### src/rtl/rr_sel_arbiter.sv
`default_nettype none
// ============================================================================
// Module      : rr_sel_arbiter
// Description : Four-source round-robin arbiter driving the 2-bit select of a
//               4:1 multiplexer. Each grant lasts for at most BURST_LEN beats,
//               which are moved over a valid/ready handshake. After a grant
//               ends, priority rotates past the source that just finished.
// Revision    : 1.0 - initial release
// ============================================================================
module rr_sel_arbiter #(
    parameter int BURST_LEN = 4,
    parameter int CNT_W     = 4
) (
    input  logic             clk,
    input  logic             rst,
    input  logic [3:0]       req,
    input  logic             out_ready,
    output logic [1:0]       sel,
    output logic [3:0]       grant,
    output logic             out_valid,
    output logic [CNT_W-1:0] beat_cnt,
    output logic             busy
);

    typedef enum logic [0:0] {
        ST_IDLE  = 1'b0,
        ST_GRANT = 1'b1
    } state_t;

    // Counter value of the final beat in a burst
    localparam logic [CNT_W-1:0] C_LAST_BEAT = CNT_W'(BURST_LEN - 1);

    state_t           state_q, state_d;
    logic [1:0]       sel_q, sel_d;
    logic [3:0]       grant_q, grant_d;
    logic [1:0]       ptr_q, ptr_d;
    logic [CNT_W-1:0] beat_cnt_q, beat_cnt_d;

    logic       w_valid;
    logic       w_xfer;
    logic       w_release;
    logic [1:0] w_search_base;
    logic [1:0] w_arb_idx;
    logic [1:0] w_pick;
    logic       w_found;

    // Handshake and burst-termination decode for the current cycle
    always_comb begin
        w_valid   = (state_q == ST_GRANT) && req[sel_q];
        w_xfer    = w_valid && out_ready;
        w_release = (state_q == ST_GRANT) &&
                    (!req[sel_q] || (w_xfer && (beat_cnt_q == C_LAST_BEAT)));
        // A releasing grant searches from the source after it, so the
        // source that just finished is considered last.
        w_search_base = (state_q == ST_GRANT) ? (sel_q + 2'd1) : ptr_q;
    end

    // Find the first requesting source in rotating order from the search base;
    // scanning from the far end lets the nearest hit overwrite the others.
    always_comb begin
        w_found   = 1'b0;
        w_pick    = 2'd0;
        w_arb_idx = 2'd0;
        for (int i = 3; i >= 0; i--) begin
            w_arb_idx = w_search_base + 2'(i);
            if (req[w_arb_idx]) begin
                w_found = 1'b1;
                w_pick  = w_arb_idx;
            end
        end
    end

    // Next-state logic for grant ownership, pointer and beat counter
    always_comb begin
        state_d    = state_q;
        sel_d      = sel_q;
        grant_d    = grant_q;
        ptr_d      = ptr_q;
        beat_cnt_d = beat_cnt_q;
        case (state_q)
            ST_IDLE: begin
                if (w_found) begin
                    state_d    = ST_GRANT;
                    sel_d      = w_pick;
                    grant_d    = 4'b0001 << w_pick;
                    beat_cnt_d = '0;
                end
            end
            ST_GRANT: begin
                if (w_release) begin
                    ptr_d      = sel_q + 2'd1;
                    beat_cnt_d = '0;
                    if (w_found) begin
                        // Hand over directly with no idle bubble
                        sel_d   = w_pick;
                        grant_d = 4'b0001 << w_pick;
                    end else begin
                        // sel keeps its last value while idle
                        state_d = ST_IDLE;
                        grant_d = 4'b0000;
                    end
                end else if (w_xfer) begin
                    beat_cnt_d = beat_cnt_q + CNT_W'(1);
                end
            end
            default: begin
                state_d    = ST_IDLE;
                grant_d    = 4'b0000;
                beat_cnt_d = '0;
            end
        endcase
    end

    // State registers with asynchronous reset
    always_ff @(posedge clk or posedge rst) begin
        if (rst) begin
            state_q    <= ST_IDLE;
            sel_q      <= 2'd0;
            grant_q    <= 4'b0000;
            ptr_q      <= 2'd0;
            beat_cnt_q <= '0;
        end else begin
            state_q    <= state_d;
            sel_q      <= sel_d;
            grant_q    <= grant_d;
            ptr_q      <= ptr_d;
            beat_cnt_q <= beat_cnt_d;
        end
    end

    assign sel       = sel_q;
    assign grant     = grant_q;
    assign out_valid = w_valid;
    assign beat_cnt  = beat_cnt_q;
    assign busy      = (state_q == ST_GRANT);

endmodule
`default_nettype wire

### config.mk
export PLATFORM = sky130hd
export DESIGN_NAME = rr_sel_arbiter
export DESIGN_NICKNAME = d
export VERILOG_FILES = /design/src/rtl/rr_sel_arbiter.sv
export SDC_FILE = /design/constraint.sdc
export NUM_CORES = 1
export LEC_CHECK = 0
export CORE_ASPECT_RATIO = 1.5
export CORE_UTILIZATION = 35
export DETAILED_ROUTE_END_ITERATION = 10
export HOLD_SLACK_MARGIN = 0.03
export SETUP_SLACK_MARGIN = 0.02
export SLEW_MARGIN = 40
export SYNTH_ARGS = -nofsm -noshare
export SYNTH_HDL_FRONTEND = slang
export SYNTH_SLANG_ARGS = --single-unit
export TNS_END_PERCENT = 50
### constraint.sdc
create_clock -name clk -period 2.05 [get_ports clk]
set_input_delay 0.41 -clock clk [delete_from_list [all_inputs] [get_ports clk]]
set_output_delay 0.41 -clock clk [all_outputs]
set_load 0.005 [all_outputs]
==> impl_metrics.py <==
metrics = {
    "outcome": {
        "status": "completed",
    },
    "global_routing": {
        "track_usage_pct": 17.7,
        "grt_pass1_wl_um": 2840,
        "grt_start_max_net_pins": 14,
        "grt_pass1_vias": 667,
        "antenna_found_initial": 0,
        "gr-total-overflow": 0,
    },
    "setup_path": {
        "crit_required_ps": 1640,
        "r2r_end": "grant[1]",
        "worstSetupStartpoint": "sel[0]",
        "r2r_setup_slack_ps": 120,
        "crit_path_end_kind": "output port",
        "startpoint_type": "register",
        "worstSetupEndpoint": "out_valid",
        "arrival_ps": 1570,
        "r2r-start": "sel[0]",
        "worstPathMaxFanout": 6,
        "r2r_cells": 8,
        "critical_path_class": "reg -> out",
    },
    "synth": {
        "synth_top_area_share_pct": 42.2,
        "synth_area_leaders": "dfrtp_1 42%, mux2i_1 5.2%, mux2_2 4.4%",
        "synth_fp_nets": 88,
        "ys_seq_area_share_pct": 42.2,
        "synth.cell_area_um2": 771,
        "synth_flop_cell": "dfrtp_1",
        "syn-instance-count": 80,
        "ys_types": 33,
        "yosysTopAreaCell": "dfrtp_1",
        "synth_seq_cells": 13,
        "async_flop_share_pct": 100,
        "synth_area_per_cell_um2": 9.63,
        "synth_edf_count": 0,
        "ys_warn_count": 0,
    },
    "timing": {
        "fin_worst_skew_ps": 5.40,
        "period_needed_ps": 1980,
        "hold_viol": 0,
        "max_freq_ghz": 0.504,
        "setup_viol": 0,
        "tns_ps": 0,
        "whs_ps": 458,
        "rsz0062_at_grt": "false",
        "worstMarginPinSlew_ps": 509,
        "slew_headroom_pct": 66.0,
        "finalCritPeriodShare_pct": 96.8,
        "drv_slew": 0,
    },
    "final_layout": {
        "nets": 125,
        "final_cell_area_mm2": 0.00113,
        "regArea_um2": 327,
        "multi_input_area_um2": 423,
        "antenna_cells": 0,
        "syn2layout_area_growth_pct": 46.8,
        "drive_above_1_share_pct": 24.1,
        "fillerInstances": 200,
    },
    "clocking": {
        "cts_buffers": 3,
        "clockRootBuffer": "clkbuf_4",
        "path_clk_slew_ps": 80,
        "h-tree-depth": 1,
        "cts.sink_count": 13,
        "cts_tree": "yes",
        "clockBufferDepth": 2,
        "clock_latency_ps": 270,
    },
    "power_and_ir_drop": {
        "vdd_drop_max_uv": 616,
        "p_per_area_mw_per_mm2": 1280,
        "p_leak_nw": 0.557,
    },
    "floorplanning": {
        "die_w_um": 40.3,
        "die-area_mm2": 0.00240,
        "num_rows": 20,
        "core_area_mm2": 0.00205,
        "start_util_pct": 37.6,
        "io_pins": 19,
        "die_height_um": 59.5,
    },
    "placement": {
        "portBuffers": 18,
        "placed_cell_area_mm2": 0.00107,
        "gp_congestion": 0.793,
        "dp_hpwl_um": 1410,
    },
    "drt": {
        "routedWlPerCell_um": 13.1,
        "routed_wl_um": 1810,
        "drt_iter0_markers": 5,
        "antenna_left": 0,
        "vias": 730,
        "first_pass_iters": 2,
        "drc": 0,
        "routed_via_density": 5.29,
    },
    "job": {
        "cap_violations": 0,
    },
    "min_path": {
        "hp-class": "in -> async",
    },
}
## cells in the final DEF (no fill, tap or decap), types with 2 or more instances in the layout
cell,netlist,routed
mux2_4,1,2
mux2i_1,4,3
a21o_1,2,2
nand2_1,7,7
clkbuf_4,0,3
nor3_1,3,3
inv_1,5,5
or3_1,2,2
dlymetal6s2s_1,0,4
o21ai_0,6,6
clkdlybuf4s50_1,0,13
nand4_1,2,2
buf_4,1,16
dfrtp_1,13,12
a22o_1,2,2
o22ai_1,2,2
a31oi_1,3,3
a32o_1,2,2
nor2_1,6,6
mux2_2,3,2
## cell type report
type | count | share of cell area, %
well taps | 22 | 2.43
flip-flops and latches | 13 | 28.9
inverters | 5 | 1.66
repair buffers | 34 | 27.3
multi-input cells | 60 | 37.4
clock buffers | 4 | 2.32
## per-stage QoR
| stage | total power [mW] | setup WS, ps | util, % | std cells |
|---|---|---|---|---|
| final | 1.45 | 65.5 | 55.1 | 138 |
| after global routing | 1.56 | 8.12 | 55.1 | 138 |
| after CTS | 1.44 | 43.9 | 54.3 | 137 |
| after detailed placement | 1.26 | -167 | 52.3 | 132 |
| after global placement | 1.25 | -154 | 52.3 | 132 |
| after floorplan | 0.887 | 244 | - | 80 |
## power by group
part	switching [mW]	internal (mW)
registers	0.0903	0.347
clock network	0.0807	0.0754
logic	0.357	0.502
## critical path, cell delays in order, from the launching register on
cell           delay [ps]
dfrtp_2               480
mux2_4                330
a2bb2oi_2             160
inv_1                  70
dlygate4sd2_1         260
## worst min path at each step
stage	startpoint	endpoint	slack [ps]
floorplan	rst	beat_cnt[0]	290
global placement	grant[3]	grant[3]	470
detailed placement	grant[1]	grant[1]	480
CTS	rst	beat_cnt[1]	470
global route	grant[1]	grant[1]	510
finish	rst	beat_cnt[2]	460
## metal layers
layer	track usage, %	wire, um	vias up	share of wire [%]
met5	0	0	-	0
met4	7.14	28	0	1.6
met3	4.51	53	4	2.9
met2	29.7	952	15	53
met1	20.3	772	343	43
li1	-	-	368	-
## state kept, by name, summed over array words and instances (netlist names)
signal    flops
beat_cnt      4
ptr_q         2
busy          1
sel           2
grant         4
## cell usage after synthesis (2+ instances only)
master and count:
nor2_1 6, mux2_2 3, nand2_1 7, nor3_1 3, a21o_1 2, inv_1 5, a31oi_1 3, or3_1 2
mux2i_1 4, a32o_1 2, o22ai_1 2, o21ai_0 6, a22o_1 2, nand4_1 2, dfrtp_1 13
## cells by family after synthesis
family,synth area share [%]
xor+xnor,1.14
buf+inv,3.90
simple gates,15.3
fa+ha+maj,1.62
flops,42.2
mux,11.5
compound gates,24.4
## timing repair
action	4_1_cts	5_1_grt
buffers inserted	1	1
setup endpoints to repair	1	1
pin swaps	1	1
hold buffers	0	0
resized for setup	4	4
Power figures use the tool's default switching activity.
